File: src/rtl/crtc_pkg.sv
// Shared types and constants for the character-cell VRAM arbiter.
package crtc_pkg;

  localparam int VRAM_ADDR_W = 11;
  localparam int VRAM_DATA_W = 8;
  localparam int PIX_PHASES  = 10;

  localparam int DEF_CPU_SLOT_FIRST = 7;
  localparam int DEF_CPU_SLOT_LAST  = 8;
  localparam int DEF_CRTC_CAPTURE   = 6;

  typedef enum logic [1:0] {
    IDLE   = 2'd0,
    SETUP  = 2'd1,
    STROBE = 2'd2,
    DONE   = 2'd3
  } arb_state_e;

endpackage

File: src/rtl/vram_arbiter_if.sv
// CPU request bus and VRAM device pins seen by the arbiter.
// master = CPU plus memory side, slave = arbiter.
interface vram_arbiter_if;

  logic                             cpu_req;
  logic                             cpu_we;
  logic [crtc_pkg::VRAM_ADDR_W-1:0] cpu_address;
  logic [crtc_pkg::VRAM_DATA_W-1:0] cpu_wdata;
  logic                             cpu_ack;
  logic [crtc_pkg::VRAM_DATA_W-1:0] cpu_rdata;

  logic [crtc_pkg::VRAM_ADDR_W-1:0] vram_addr;
  logic [crtc_pkg::VRAM_DATA_W-1:0] vram_wdata;
  logic [crtc_pkg::VRAM_DATA_W-1:0] vram_rdata;
  logic                             vram_n_we;
  logic                             vram_n_oe;

  modport master (
    output cpu_req, cpu_we, cpu_address, cpu_wdata, vram_rdata,
    input  cpu_ack, cpu_rdata, vram_addr, vram_wdata, vram_n_we, vram_n_oe
  );

  modport slave (
    input  cpu_req, cpu_we, cpu_address, cpu_wdata, vram_rdata,
    output cpu_ack, cpu_rdata, vram_addr, vram_wdata, vram_n_we, vram_n_oe
  );

endinterface

File: src/rtl/vram_slot_window.sv
// Decides whether a CPU access may start in the current character pixel phase.
module vram_slot_window
  import crtc_pkg::*;
#(
  parameter int CPU_SLOT_FIRST = DEF_CPU_SLOT_FIRST,
  parameter int CPU_SLOT_LAST  = DEF_CPU_SLOT_LAST
) (
  input  logic [3:0] char_pix_count,
  input  logic       display_active,
  output logic       window_open
);

  localparam logic [3:0] FIRST_C      = 4'(CPU_SLOT_FIRST);
  localparam logic [3:0] LAST_C       = 4'(CPU_SLOT_LAST);
  localparam logic [3:0] LAST_PHASE_C = 4'(PIX_PHASES - 1);

  logic in_slot;

  // Phases 10..15 never occur in a healthy timing chain, so they count as closed.
  always_comb begin
    in_slot     = (char_pix_count >= FIRST_C) && (char_pix_count <= LAST_C) &&
                  (char_pix_count <= LAST_PHASE_C);
    window_open = !display_active || in_slot;
  end

endmodule

File: src/rtl/vram_arbiter.sv
// Shares one VRAM between CRTC fetches and CPU accesses (SETUP/STROBE/DONE).
// Optional single-entry posted-write buffer: VRAM_ARB_WRITE_BUFFER_EN.
module vram_arbiter
  import crtc_pkg::*;
#(
  parameter int CPU_SLOT_FIRST = DEF_CPU_SLOT_FIRST,
  parameter int CPU_SLOT_LAST  = DEF_CPU_SLOT_LAST,
  parameter int CRTC_CAPTURE   = DEF_CRTC_CAPTURE
) (
  input  logic                   pixel_clk,
  input  logic                   n_reset,
  input  logic [3:0]             char_pix_count,
  input  logic                   display_active,
  input  logic [VRAM_ADDR_W-1:0] crtc_address,
  output logic [VRAM_DATA_W-1:0] crtc_data,
  vram_arbiter_if.slave          bus
);

  localparam logic [3:0] CAPTURE_PHASE = 4'(CRTC_CAPTURE);

  arb_state_e             state_q, state_d;
  logic                   window_open;
  logic                   start_access;
  logic                   access_write;
  logic [VRAM_ADDR_W-1:0] access_addr;
  logic [VRAM_DATA_W-1:0] access_data;
  logic                   access_ack;
  logic [VRAM_DATA_W-1:0] cpu_rdata_q, cpu_rdata_d;
  logic [VRAM_DATA_W-1:0] crtc_data_q, crtc_data_d;

  vram_slot_window #(
    .CPU_SLOT_FIRST (CPU_SLOT_FIRST),
    .CPU_SLOT_LAST  (CPU_SLOT_LAST)
  ) u_slot_window (
    .char_pix_count (char_pix_count),
    .display_active (display_active),
    .window_open    (window_open)
  );

`ifdef VRAM_ARB_WRITE_BUFFER_EN
  logic                   buf_valid_q, buf_valid_d;
  logic [VRAM_ADDR_W-1:0] buf_addr_q, buf_addr_d;
  logic [VRAM_DATA_W-1:0] buf_data_q, buf_data_d;
  logic                   post_ack_q, post_ack_d;
  logic                   drain_q, drain_d;

  // A pending posted write always drains before any CPU read is allowed to start.
  always_comb begin
    buf_valid_d  = buf_valid_q;
    buf_addr_d   = buf_addr_q;
    buf_data_d   = buf_data_q;
    post_ack_d   = 1'b0;
    drain_d      = drain_q;
    start_access = 1'b0;

    if (state_q == IDLE && window_open) begin
      if (buf_valid_q) begin
        start_access = 1'b1;
        drain_d      = 1'b1;
      end else if (bus.cpu_req && !bus.cpu_we) begin
        start_access = 1'b1;
        drain_d      = 1'b0;
      end
    end

    if (bus.cpu_req && bus.cpu_we && !buf_valid_q && !post_ack_q) begin
      buf_valid_d = 1'b1;
      buf_addr_d  = bus.cpu_address;
      buf_data_d  = bus.cpu_wdata;
      post_ack_d  = 1'b1;
    end

    if (state_q == DONE && drain_q) begin
      buf_valid_d = 1'b0;
    end

    access_write = drain_q;
    access_addr  = drain_q ? buf_addr_q : bus.cpu_address;
    access_data  = drain_q ? buf_data_q : bus.cpu_wdata;
    access_ack   = post_ack_q || (state_q == DONE && !drain_q);
  end

  always_ff @(posedge pixel_clk or negedge n_reset) begin
    if (!n_reset) begin
      buf_valid_q <= 1'b0;
      buf_addr_q  <= '0;
      buf_data_q  <= '0;
      post_ack_q  <= 1'b0;
      drain_q     <= 1'b0;
    end else begin
      buf_valid_q <= buf_valid_d;
      buf_addr_q  <= buf_addr_d;
      buf_data_q  <= buf_data_d;
      post_ack_q  <= post_ack_d;
      drain_q     <= drain_d;
    end
  end
`else
  always_comb begin
    start_access = (state_q == IDLE) && bus.cpu_req && window_open;
    access_write = bus.cpu_we;
    access_addr  = bus.cpu_address;
    access_data  = bus.cpu_wdata;
    access_ack   = (state_q == DONE);
  end
`endif

  always_comb begin
    state_d = state_q;
    case (state_q)
      IDLE:    if (start_access) state_d = SETUP;
      SETUP:   state_d = STROBE;
      STROBE:  state_d = DONE;
      DONE:    state_d = IDLE;
      default: state_d = IDLE;
    endcase
  end

  // IDLE hands the bus to the CRTC; read data is captured as the strobe ends.
  always_comb begin
    bus.vram_addr  = crtc_address;
    bus.vram_wdata = '0;
    bus.vram_n_we  = 1'b1;
    bus.vram_n_oe  = 1'b0;
    cpu_rdata_d    = cpu_rdata_q;
    crtc_data_d    = crtc_data_q;

    case (state_q)
      SETUP, DONE: begin
        bus.vram_addr  = access_addr;
        bus.vram_wdata = access_data;
        bus.vram_n_oe  = 1'b1;
      end
      STROBE: begin
        bus.vram_addr  = access_addr;
        bus.vram_wdata = access_data;
        bus.vram_n_we  = !access_write;
        bus.vram_n_oe  = access_write;
        if (!access_write) cpu_rdata_d = bus.vram_rdata;
      end
      default: ;
    endcase

    if (display_active && char_pix_count == CAPTURE_PHASE) begin
      crtc_data_d = bus.vram_rdata;
    end
  end

  always_ff @(posedge pixel_clk or negedge n_reset) begin
    if (!n_reset) begin
      state_q     <= IDLE;
      cpu_rdata_q <= '0;
      crtc_data_q <= '0;
    end else begin
      state_q     <= state_d;
      cpu_rdata_q <= cpu_rdata_d;
      crtc_data_q <= crtc_data_d;
    end
  end

  assign bus.cpu_ack   = access_ack;
  assign bus.cpu_rdata = cpu_rdata_q;
  assign crtc_data     = crtc_data_q;

endmodule

File: src/flat_wrapper.sv
// flat-port wrapper written by rule: the top's interface ports become plain ports
module vram_arbiter_flat import crtc_pkg::*;
#(
  parameter int CPU_SLOT_FIRST = DEF_CPU_SLOT_FIRST,
  parameter int CPU_SLOT_LAST  = DEF_CPU_SLOT_LAST,
  parameter int CRTC_CAPTURE   = DEF_CRTC_CAPTURE
)
  (pixel_clk, n_reset, char_pix_count, display_active, crtc_address, crtc_data, bus_cpu_req, bus_cpu_we, bus_cpu_address, bus_cpu_wdata, bus_vram_rdata, bus_cpu_ack, bus_cpu_rdata, bus_vram_addr, bus_vram_wdata, bus_vram_n_we, bus_vram_n_oe);
  vram_arbiter_if bus_i ();
  input  logic pixel_clk;
  input  logic n_reset;
  input  logic [3:0] char_pix_count;
  input  logic display_active;
  input  logic [VRAM_ADDR_W-1:0] crtc_address;
  output logic [VRAM_DATA_W-1:0] crtc_data;
  input wire logic [$bits(bus_i.cpu_req)-1:0] bus_cpu_req;
  input wire logic [$bits(bus_i.cpu_we)-1:0] bus_cpu_we;
  input wire logic [$bits(bus_i.cpu_address)-1:0] bus_cpu_address;
  input wire logic [$bits(bus_i.cpu_wdata)-1:0] bus_cpu_wdata;
  input wire logic [$bits(bus_i.vram_rdata)-1:0] bus_vram_rdata;
  output wire logic [$bits(bus_i.cpu_ack)-1:0] bus_cpu_ack;
  output wire logic [$bits(bus_i.cpu_rdata)-1:0] bus_cpu_rdata;
  output wire logic [$bits(bus_i.vram_addr)-1:0] bus_vram_addr;
  output wire logic [$bits(bus_i.vram_wdata)-1:0] bus_vram_wdata;
  output wire logic [$bits(bus_i.vram_n_we)-1:0] bus_vram_n_we;
  output wire logic [$bits(bus_i.vram_n_oe)-1:0] bus_vram_n_oe;
  assign bus_i.cpu_req = bus_cpu_req;
  assign bus_i.cpu_we = bus_cpu_we;
  assign bus_i.cpu_address = bus_cpu_address;
  assign bus_i.cpu_wdata = bus_cpu_wdata;
  assign bus_i.vram_rdata = bus_vram_rdata;
  assign bus_cpu_ack = bus_i.cpu_ack;
  assign bus_cpu_rdata = bus_i.cpu_rdata;
  assign bus_vram_addr = bus_i.vram_addr;
  assign bus_vram_wdata = bus_i.vram_wdata;
  assign bus_vram_n_we = bus_i.vram_n_we;
  assign bus_vram_n_oe = bus_i.vram_n_oe;
  vram_arbiter #(.CPU_SLOT_FIRST(CPU_SLOT_FIRST), .CPU_SLOT_LAST(CPU_SLOT_LAST), .CRTC_CAPTURE(CRTC_CAPTURE)) u_core (.pixel_clk(pixel_clk), .n_reset(n_reset), .char_pix_count(char_pix_count), .display_active(display_active), .crtc_address(crtc_address), .crtc_data(crtc_data), .bus(bus_i));
endmodule
File: config.mk
export PLATFORM = sky130hd
export DESIGN_NAME = vram_arbiter_flat
export DESIGN_NICKNAME = d
export VERILOG_FILES = /design/src/rtl/crtc_pkg.sv /design/src/rtl/vram_arbiter_if.sv /design/src/rtl/vram_slot_window.sv /design/src/rtl/vram_arbiter.sv /design/src/flat_wrapper.sv
export SDC_FILE = /design/constraint.sdc
export NUM_CORES = 1
export LEC_CHECK = 0
export ABC_AREA = 1
export ABC_CLOCK_PERIOD_IN_PS = 1520
export BUFFER_PORTS_ARGS = -buffer_cell sky130_fd_sc_hd__buf_2
export CAP_MARGIN = 20
export CORE_ASPECT_RATIO = 0.75
export CORE_MARGIN = 2
export CORE_UTILIZATION = 38
export CTS_CLUSTER_DIAMETER = 30
export DETAILED_ROUTE_END_ITERATION = 8
export HOLD_SLACK_MARGIN = 0.08
export PLACE_DENSITY = 0.78
export SYNTH_ARGS = -nofsm -noshare
export SYNTH_HDL_FRONTEND = slang
export SYNTH_SLANG_ARGS = --single-unit
File: constraint.sdc
create_clock -name pixel_clk -period 1.52 [get_ports pixel_clk]
set_input_delay 0.076 -clock pixel_clk [delete_from_list [all_inputs] [get_ports pixel_clk]]
set_output_delay 0.076 -clock pixel_clk [all_outputs]
set_load 0.01 [all_outputs]
==> flow_summary.toml, run 1 <==
[floorplanning]
rows = 16
core-area_sq_um = 2623
die_x_um = 64.87
pin_count = 85
start_util = 0.4027
die_h_um = 49.66
die_area_sq_um = 3221

[cts]
clock_path_buffers = 2
cts_tree = "built"
insertion_delay_ns = 0.25
cts_max_level = 1
cts.sinks = 18
numCtsBuffers = 3
clk_pin_slew_worst_paths_ns = 0.07
root_buffer = "clkbuf_8"

[global_route]
overflow = 0
grt_max_degree = 19
grt_usage = 0.1816
first_global_vias = 1055
grt_first_pass_wirelength_um = 4629
antenna_found_initial = 0

[place]
place_ws_ns = 0.07875
numPortBuffers = 84
place_hpwl_um = 2185
gp_congestion = 0.6821
place_inst = 237
place_area_sq_um = 1523

[synthesis]
yosys.area.top_type = "dfrtp_1"
synth.top_cell.area_share = 0.4265
ys_warn_count = 0
synth_area_leaders = "dfrtp_1 43%, mux2_2 12%, nand2_1 8.2%, inv_1 6.8%, o21ai_2 6.6%"
syn-num-nets = 171
synth.distinct_cells = 18
postSynthCellCount = 119
ys_ff_latch = 18
avgSynthCellArea_sq_um = 8.874
syn_area_sq_um = 1056
ys_seq_area_frac = 0.4265

[routing]
antenna_left = 0
drt_iter0_drc = 21
vias_per_cell = 4.506
routed_wl_um = 3171
wl_per_cell_um = 12.63
num_vias = 1131
drc = 0
firstDrtPassIters = 4

[status]
status = "finished with violations"
violations = "negative setup slack"

[timing]
fin_crit_sh = 1.034
skew_ns = 0.001402
rsz0062_at_grt = "yes"
max-slew-margin-rel = 0.7378
finalWorstSetupSlack_ns = -0.05177
clock.fmax_ghz = 0.6362
fin_hold_ws_ns = 0.08085
min_period_ns = 1.572
setup_violations = 11
hold_violations = 0
worst_pin_slew_ns = 0.3933
timing.setup.tns_ns = -0.2833
finalMaxSlewViolations = 0

[power_and_ir_drop]
peakVddDrop_mv = 0.9430
p_total_mw = 3.203
p_leak_nw = 1.064
cellPowerDensity_nw_per_um2 = 1721

[setup_path]
critPathLaunch = "u_core.state_q[0]"
criticalPathCategory = "reg -> out"
reg2reg_from = "u_core.state_q[1]"
crit_path_start_kind = "flop"
crit_required_ns = 1.44
endpoint_kind = "primary output"
crit_arrival_ns = 1.50
critPathMaxFanout = 5

[run]
max_cap_viol_count = 0

[layout]
syn_to_final_growth_pct = 76.30
fin_cells = 251
nFillCells = 202
fin_area_sq_um = 1862
antenna_cells = 0
final_core_util = 0.7099
drive_above_1_share = 0.6279
final_nets = 268

[worst_hold_path]
min_from = "bus_vram_rdata[5]"
hold_path_class = "in -> reg"
[kinds of logic after synthesis]
| logic type | share of synthesized area |
|---|---|
| simple gates | 0.1919 |
| buf+inv | 0.09596 |
| flops | 0.4265 |
| compound gates | 0.1090 |
| mux | 0.1173 |
| fa+ha+maj | 0.05924 |
[registers in the layout, summed over array words and instances, names as in the netlist]
register and cells:
u_core.state_q 2, u_core.crtc_data 8, u_core.bus.cpu_rdata 8
[layout make-up]
class	instances	area, sq um	area share
Clock buffer	4	55.05	0.02957
Inverter	20	75.07	0.04032
Multi-Input combinational cell	77	596.8	0.3206
Sequential cell	18	450.4	0.2419
Tap cell	36	45.04	0.02419
Timing Repair Buffer	96	639.4	0.3434
[cell usage in the layout (no fill, tap or decap)]
| cell type | Yosys | final |
|---|---|---|
| a21oi_2 | 0 | 1 |
| clkbuf_8 | 0 | 4 |
| nand2_1 | 23 | 23 |
| dfrtp_1 | 18 | 18 |
| nor2_2 | 0 | 2 |
| clkbuf_16 | 0 | 2 |
| nor2_1 | 11 | 7 |
| or2_2 | 1 | 1 |
| buf_6 | 1 | 13 |
| nor2_4 | 1 | 3 |
| ha_4 | 0 | 2 |
| buf_12 | 0 | 1 |
| buf_2 | 3 | 72 |
| nand4_1 | 1 | 1 |
| o21ai_0 | 8 | 8 |
| inv_1 | 19 | 17 |
| ha_1 | 5 | 2 |
| buf_4 | 0 | 7 |
| nand2_2 | 3 | 3 |
| inv_2 | 1 | 3 |
| ha_2 | 0 | 1 |
| mux2_4 | 0 | 11 |
| o21ai_2 | 8 | 8 |
| nand3_1 | 3 | 3 |
| dlygate4sd3_1 | 0 | 1 |
| nand3_4 | 1 | 1 |
[Yosys cell counts, drive strengths merged]
cell and n:
mux2 11, buf 4, a21oi 1, nand3 4, o21ai 16, nor2 12
or2 1, nand2 26, inv 20, dfrtp 18, ha 5, nand4 1
[layer usage]
metal	wire, um	GRT usage
met1	1287	0.2026
met2	1549	0.3402
met3	286	0.04338
met4	48	0.05319
met5	0	0
[final timing paths]
path | to | cells past startpoint | slack, ns
max | bus_vram_addr[9] | 5 | -0.05
min | u_core.crtc_data[5] | 3 | 0.08
max reg2reg | u_core.state_q[0] | 7 | 0.10
min reg2reg | u_core.crtc_data[1] | 2 | 0.48
max in group asynchronous | u_core.state_q[1] | 2 | 0.96
min in group asynchronous | u_core.bus.cpu_rdata[3] | 2 | 0.28
[power by group]
group | switching, mW | internal, mW | total (mW)
Combinational | 0.920 | 1.16 | 2.08
Clock | 0.153 | 0.230 | 0.383
Sequential | 0.0942 | 0.650 | 0.745
Total | 1.17 | 2.04 | 3.20
[timing repair]
item,CTS,global route
gates resized for setup,17,23
setup endpoints to repair,11,17
hold buffers,1,0
pin swaps,1,3
buffers inserted,5,2
cloned,1,1
hold endpoints to repair,18,0
[worst max-delay path: stages (launching register included)]
cell	delay, ns
dfrtp_1	0.39
inv_2	0.09
ha_4	0.18
clkbuf_16	0.16
mux2_4	0.31
buf_6	0.12
Power figures use the tool's default switching activity.
==> run 2, diff against run 1 <==
--- a/config.mk
+++ b/config.mk
@@ -16,6 +16,7 @@
 export DETAILED_ROUTE_END_ITERATION = 8
 export HOLD_SLACK_MARGIN = 0.08
 export PLACE_DENSITY = 0.78
+export RECOVER_POWER = 50
 export SYNTH_ARGS = -nofsm -noshare
 export SYNTH_HDL_FRONTEND = slang
 export SYNTH_SLANG_ARGS = --single-unit
==> flow_summary.toml, run 2 (synthesized netlist as in run 1, its figures left out) <==
[cts]
clock_path_buffers = 2
root_buffer = "clkbuf_8"
numCtsBuffers = 3
insertion_delay_ns = 0.25
cts_max_level = 1
cts.sinks = 18
clk_pin_slew_worst_paths_ns = 0.07
cts_tree = "built"

[global_route]
busiest_layer = "met2"
antenna_found_initial = 0
grtUsageMet3 = 0.04338
grt_max_degree = 19
grt_first_pass_wirelength_um = 4629
overflow = 0
gr-usage-met2 = 0.3402
first_global_vias = 1055
grtUsageMet1 = 0.2026
grt_usage = 0.1816

[power_and_ir_drop]
p_total_mw = 3.175
p_leak_nw = 1.041
peakVddDrop_mv = 0.9408
cellPowerDensity_nw_per_um2 = 1743

[setup_path]
crit_required_ns = 1.44
crit_path_start_kind = "flop"
crit_arrival_ns = 1.50
criticalPathCategory = "reg -> out"
critPathMaxFanout = 5
endpoint_kind = "primary output"

[routing]
firstDrtPassIters = 3
routed_wl_um = 3182
antenna_left = 0
drc = 0
vias_per_cell = 4.478
wl_per_cell_um = 12.68
num_vias = 1124
drt_iter0_drc = 19

[timing]
fin_crit_sh = 1.034
fin_hold_ws_ns = 0.08867
finalMaxSlewViolations = 0
skew_ns = 0.001462
max-slew-margin-rel = 0.3669
finalWorstSetupSlack_ns = -0.05223
rsz0062_at_grt = "yes"
min_period_ns = 1.572
clock.fmax_ghz = 0.6360
setup_violations = 11
worst_pin_slew_ns = 0.9496
hold_violations = 0

[floorplanning]
die_h_um = 49.66
die_x_um = 64.87
start_util = 0.4027
die_area_sq_um = 3221
rows = 16
pin_count = 85
core-area_sq_um = 2623

[status]
status = "finished with violations"
violations = "negative setup slack"

[place]
gp_congestion = 0.6821
numPortBuffers = 84
place_hpwl_um = 2185
place_inst = 237

[layout]
antenna_cells = 0
final_core_util = 0.6947
final_cell_mix = "67 x buf_2, 24 x nand2_1, 18 x inv_1, 18 x dfrtp_1"
drive_above_1_share = 0.5674
final_common_cell = "buf_2"
fin_cells = 251
final_nets = 268
syn_to_final_growth_pct = 72.51

[worst_hold_path]
hold_path_class = "in -> reg"

[run]
max_cap_viol_count = 0
## run 2: cell count changes in the layout (fill, tap and decap cells not counted), sizes merged
cell	change
clkbuf	+5
buf	-5
## run 2: final timing paths
check	startpoint	end	slack [ns]	cells after the start
min	bus_vram_rdata[5]	u_core.crtc_data[5]	0.09	3
max	u_core.state_q[0]	bus_vram_addr[9]	-0.05	5
max in group asynchronous	n_reset	u_core.state_q[1]	0.45	2
min reg2reg	u_core.bus.cpu_rdata[1]	u_core.bus.cpu_rdata[1]	0.49	2
max reg2reg	u_core.state_q[1]	u_core.state_q[0]	0.10	7
min in group asynchronous	n_reset	u_core.bus.cpu_rdata[3]	0.49	2
## run 2: area by class of cell
cell class | instances | area [sq um]
Inverter | 20 | 75.07
Tap cell | 36 | 45.04
Clock buffer | 4 | 55.05
Sequential cell | 18 | 450.4
Timing Repair Buffer | 96 | 633.1
Multi-Input combinational cell | 77 | 563.0
Fill cell | 212 | 800.8
## run 2: critical path: stages, from the launching register on
cell and delay, ns:
dfrtp_1 0.39, inv_2 0.09, ha_4 0.18, clkbuf_16 0.16, mux2_4 0.31, buf_6 0.12
## run 2: what timing repair did
| action | CTS | global route |
|---|---|---|
| hold endpoints to repair | 18 | 0 |
| resized for setup | 17 | 23 |
| hold buffers | 1 | 0 |
| pin swaps | 1 | 3 |
| setup endpoints to repair | 11 | 17 |
| setup buffers | 5 | 2 |
| cloned | 1 | 1 |
## run 2: routing by layer
layer  up-vias  routed length [um]
li1        563                   -
met1       501                1314
met2        54                1538
met3         6                 280
met4         0                  48
met5         -                   0
## run 2: power by group
part | leakage [nW] | internal, mW | switching, mW
Clock | 0.0288 | 0.230 | 0.154
Combinational | 0.786 | 1.14 | 0.909
Sequential | 0.226 | 0.651 | 0.0947
Total | 1.04 | 2.02 | 1.16
## run 2: metrics by stage
stage / instance area (sq um) / setup TNS [ns] / setup WS, ns
2_1_floorplan: 1056 / 0 / 0.2327
3_3_place_gp: 1523 / 0 / 0.1110
3_5_place_dp: 1523 / 0 / 0.07875
4_1_cts: 1738 / -0.5841 / -0.06595
5_1_grt: 1822 / -0.9319 / -0.09933
6_report: 1822 / -0.2885 / -0.05223
==> run 3, diff against run 2 <==
--- a/config.mk
+++ b/config.mk
@@ -9,7 +9,6 @@
 export ABC_CLOCK_PERIOD_IN_PS = 1520
 export BUFFER_PORTS_ARGS = -buffer_cell sky130_fd_sc_hd__buf_2
 export CAP_MARGIN = 20
-export CORE_ASPECT_RATIO = 0.75
 export CORE_MARGIN = 2
 export CORE_UTILIZATION = 38
 export CTS_CLUSTER_DIAMETER = 30
==> flow_summary.toml, run 3 (synthesized netlist as in run 1, its figures left out) <==
[place]
place_inst = 235
place_hpwl_um = 2272
numPortBuffers = 84
gp_congestion = 0.7339

[global_route]
grt_first_pass_wirelength_um = 5561
antenna_found_initial = 0
grt_max_degree = 19
overflow = 0
gr-usage-met2 = 0.4352
grtUsageMet3 = 0.05069
grtUsageMet1 = 0.2201
grt_usage = 0.2220
first_global_vias = 1248
busiest_layer = "met2"

[routing]
vias_per_cell = 4.605
drc = 0
num_vias = 1165
antenna_left = 0
drt_iter0_drc = 35
firstDrtPassIters = 4
wl_per_cell_um = 13.79
routed_wl_um = 3489

[cts]
insertion_delay_ns = 0.28
numCtsBuffers = 3
root_buffer = "clkbuf_4"
cts_tree = "built"
cts.sinks = 18
cts_max_level = 1
clock_path_buffers = 2
clk_pin_slew_worst_paths_ns = 0.10

[layout]
final_common_cell = "buf_2"
fin_cells = 253
drive_above_1_share = 0.5180
nFillCells = 235
final_cell_mix = "67 x buf_2, 24 x nand2_1, 18 x inv_1, 18 x dfrtp_1, 13 x o21ai_0"
syn_to_final_growth_pct = 71.68
final_nets = 275
antenna_cells = 0

[power_and_ir_drop]
cellPowerDensity_nw_per_um2 = 1640
pwr-share-comb = 0.652
peakVddDrop_mv = 1.215
swShare = 0.3766
p_total_mw = 2.973
seqPwrFrac = 0.251
p_leak_nw = 1.046
clkPwrFrac = 0.097
internal-power_mw = 1.853
p_sw_mw = 1.120

[setup_path]
r2r_end = "u_core.state_q[0]"
crit_path_start_kind = "flop"
rrSetupSlack_ns = 0.22
critPathMaxFanout = 5
reg2reg_from = "u_core.state_q[0]"
endpoint_kind = "primary output"
crit_required_ns = 1.44
criticalPathCategory = "reg -> out"
cpPeakStageDelay_ns = 0.40
reg2reg_depth = 6
crit_slowest_cell = "dfrtp_1"
crit_arrival_ns = 1.53
crit_chain = "inv_2 -> ha_4 -> buf_16 -> mux2_4 -> buf_6"

[timing]
fin_crit_sh = 1.059
rsz0062_at_grt = "yes"
hold_violations = 0
min_period_ns = 1.610
max-slew-margin-rel = 0.3599
finalMaxSlewViolations = 0
skew_ns = 0.001655
clock.fmax_ghz = 0.6213
finalWorstSetupSlack_ns = -0.08950
worst_pin_slew_ns = 0.9601
setup_violations = 11

[floorplanning]
core-area_sq_um = 2686
die_h_um = 56.72
die_x_um = 56.72
rows = 19
pin_count = 85
start_util = 0.3931
die_area_sq_um = 3217

[run]
max_cap_viol_count = 0

[status]
violations = "negative setup slack"
status = "finished with violations"

[worst_hold_path]
hold_path_class = "in -> reg"
min_to = "u_core.state_q[0]"
hold_depth = 4
min_from = "bus_cpu_req"
-- run 3: cell count changes in the layout (fill, tap and decap cells not counted), moves of 2 or more --
cell	previous run	this run
clkbuf_8	4	1
dlygate4sd3_1	1	9
nor2_2	2	0
nor2_1	7	11
clkbuf_4	0	3
clkbuf_16	2	0
nor2_4	3	1
-- run 3: metrics by stage --
stage | utilization | hold WS (ns) | setup slack [ns] | instance area (sq um) | setup TNS (ns)
after CTS | 0.6856 | 0.1224 | -0.08584 | 1842 | -0.8357
after global routing | 0.6749 | 0.1530 | -0.1471 | 1813 | -1.573
after floorplan | - | -0.2196 | 0.2327 | 1056 | 0
after global placement | 0.5729 | 0.02370 | 0.1293 | 1539 | 0
final | 0.6749 | 0.1367 | -0.08950 | 1813 | -0.8570
after detailed placement | 0.5729 | 0.02471 | 0.09681 | 1539 | 0
-- run 3: routing by layer --
| layer | up-vias | wire length (um) |
|---|---|---|
| met5 | - | 0 |
| met4 | 0 | 78 |
| met3 | 8 | 279 |
| met2 | 62 | 1880 |
| met1 | 519 | 1250 |
| li1 | 576 | - |
-- run 3: power by group through the flow --
| stage | combinational [mW] | clock (mW) | sequential [mW] |
|---|---|---|---|
| 6_report | 1.94 | 0.288 | 0.746 |
| 5_1_grt | 2.12 | 0.315 | 0.767 |
| 4_1_cts | 1.92 | 0.296 | 0.746 |
| 3_5_place_dp | 1.47 | 0 | 0.744 |
| 3_3_place_gp | 1.43 | 0 | 0.741 |
| 2_1_floorplan | 0.741 | 0 | 0.821 |
-- run 3: layout make-up --
class                      count  area, sq um  share of cell area
inverter                      20        75.07             0.04141
clock buffer                   4        36.28             0.02001
sequential                    18        450.4              0.2484
multi-input combinational     77        529.3              0.2919
timing repair buffer         103        683.2              0.3768
tap                           31        38.79             0.02139
-- run 3: how the worst max path moves through the flow --
stage	startpoint	end	slack (ns)	cells after the start
after floorplan	u_core.state_q[0]	bus_vram_addr[0]	0.23	4
final	u_core.state_q[0]	bus_vram_addr[8]	-0.09	5
after global routing	u_core.state_q[0]	bus_vram_addr[1]	-0.15	5
after CTS	u_core.state_q[1]	bus_vram_addr[9]	-0.09	5
after global placement	u_core.state_q[0]	bus_vram_addr[9]	0.13	5
after detailed placement	u_core.state_q[1]	bus_vram_addr[9]	0.1	5
-- run 3: worst max-delay path: cells and delay by family (launching register included) --
kind | cells | cell delay, ns
adder cells (fa/ha/maj) | 1 | 0.19
buffers and inverters | 3 | 0.34
flip-flops | 1 | 0.40
multiplexers | 1 | 0.31
-- run 3: timing repair --
item | CTS | global route
hold buffers | 9 | 0
hold endpoints to repair | 30 | 0
cloned | 1 | 0
setup endpoints to repair | 11 | 12
gates resized for setup | 28 | 2
setup buffers | 3 | 1
pin swaps | 1 | 3
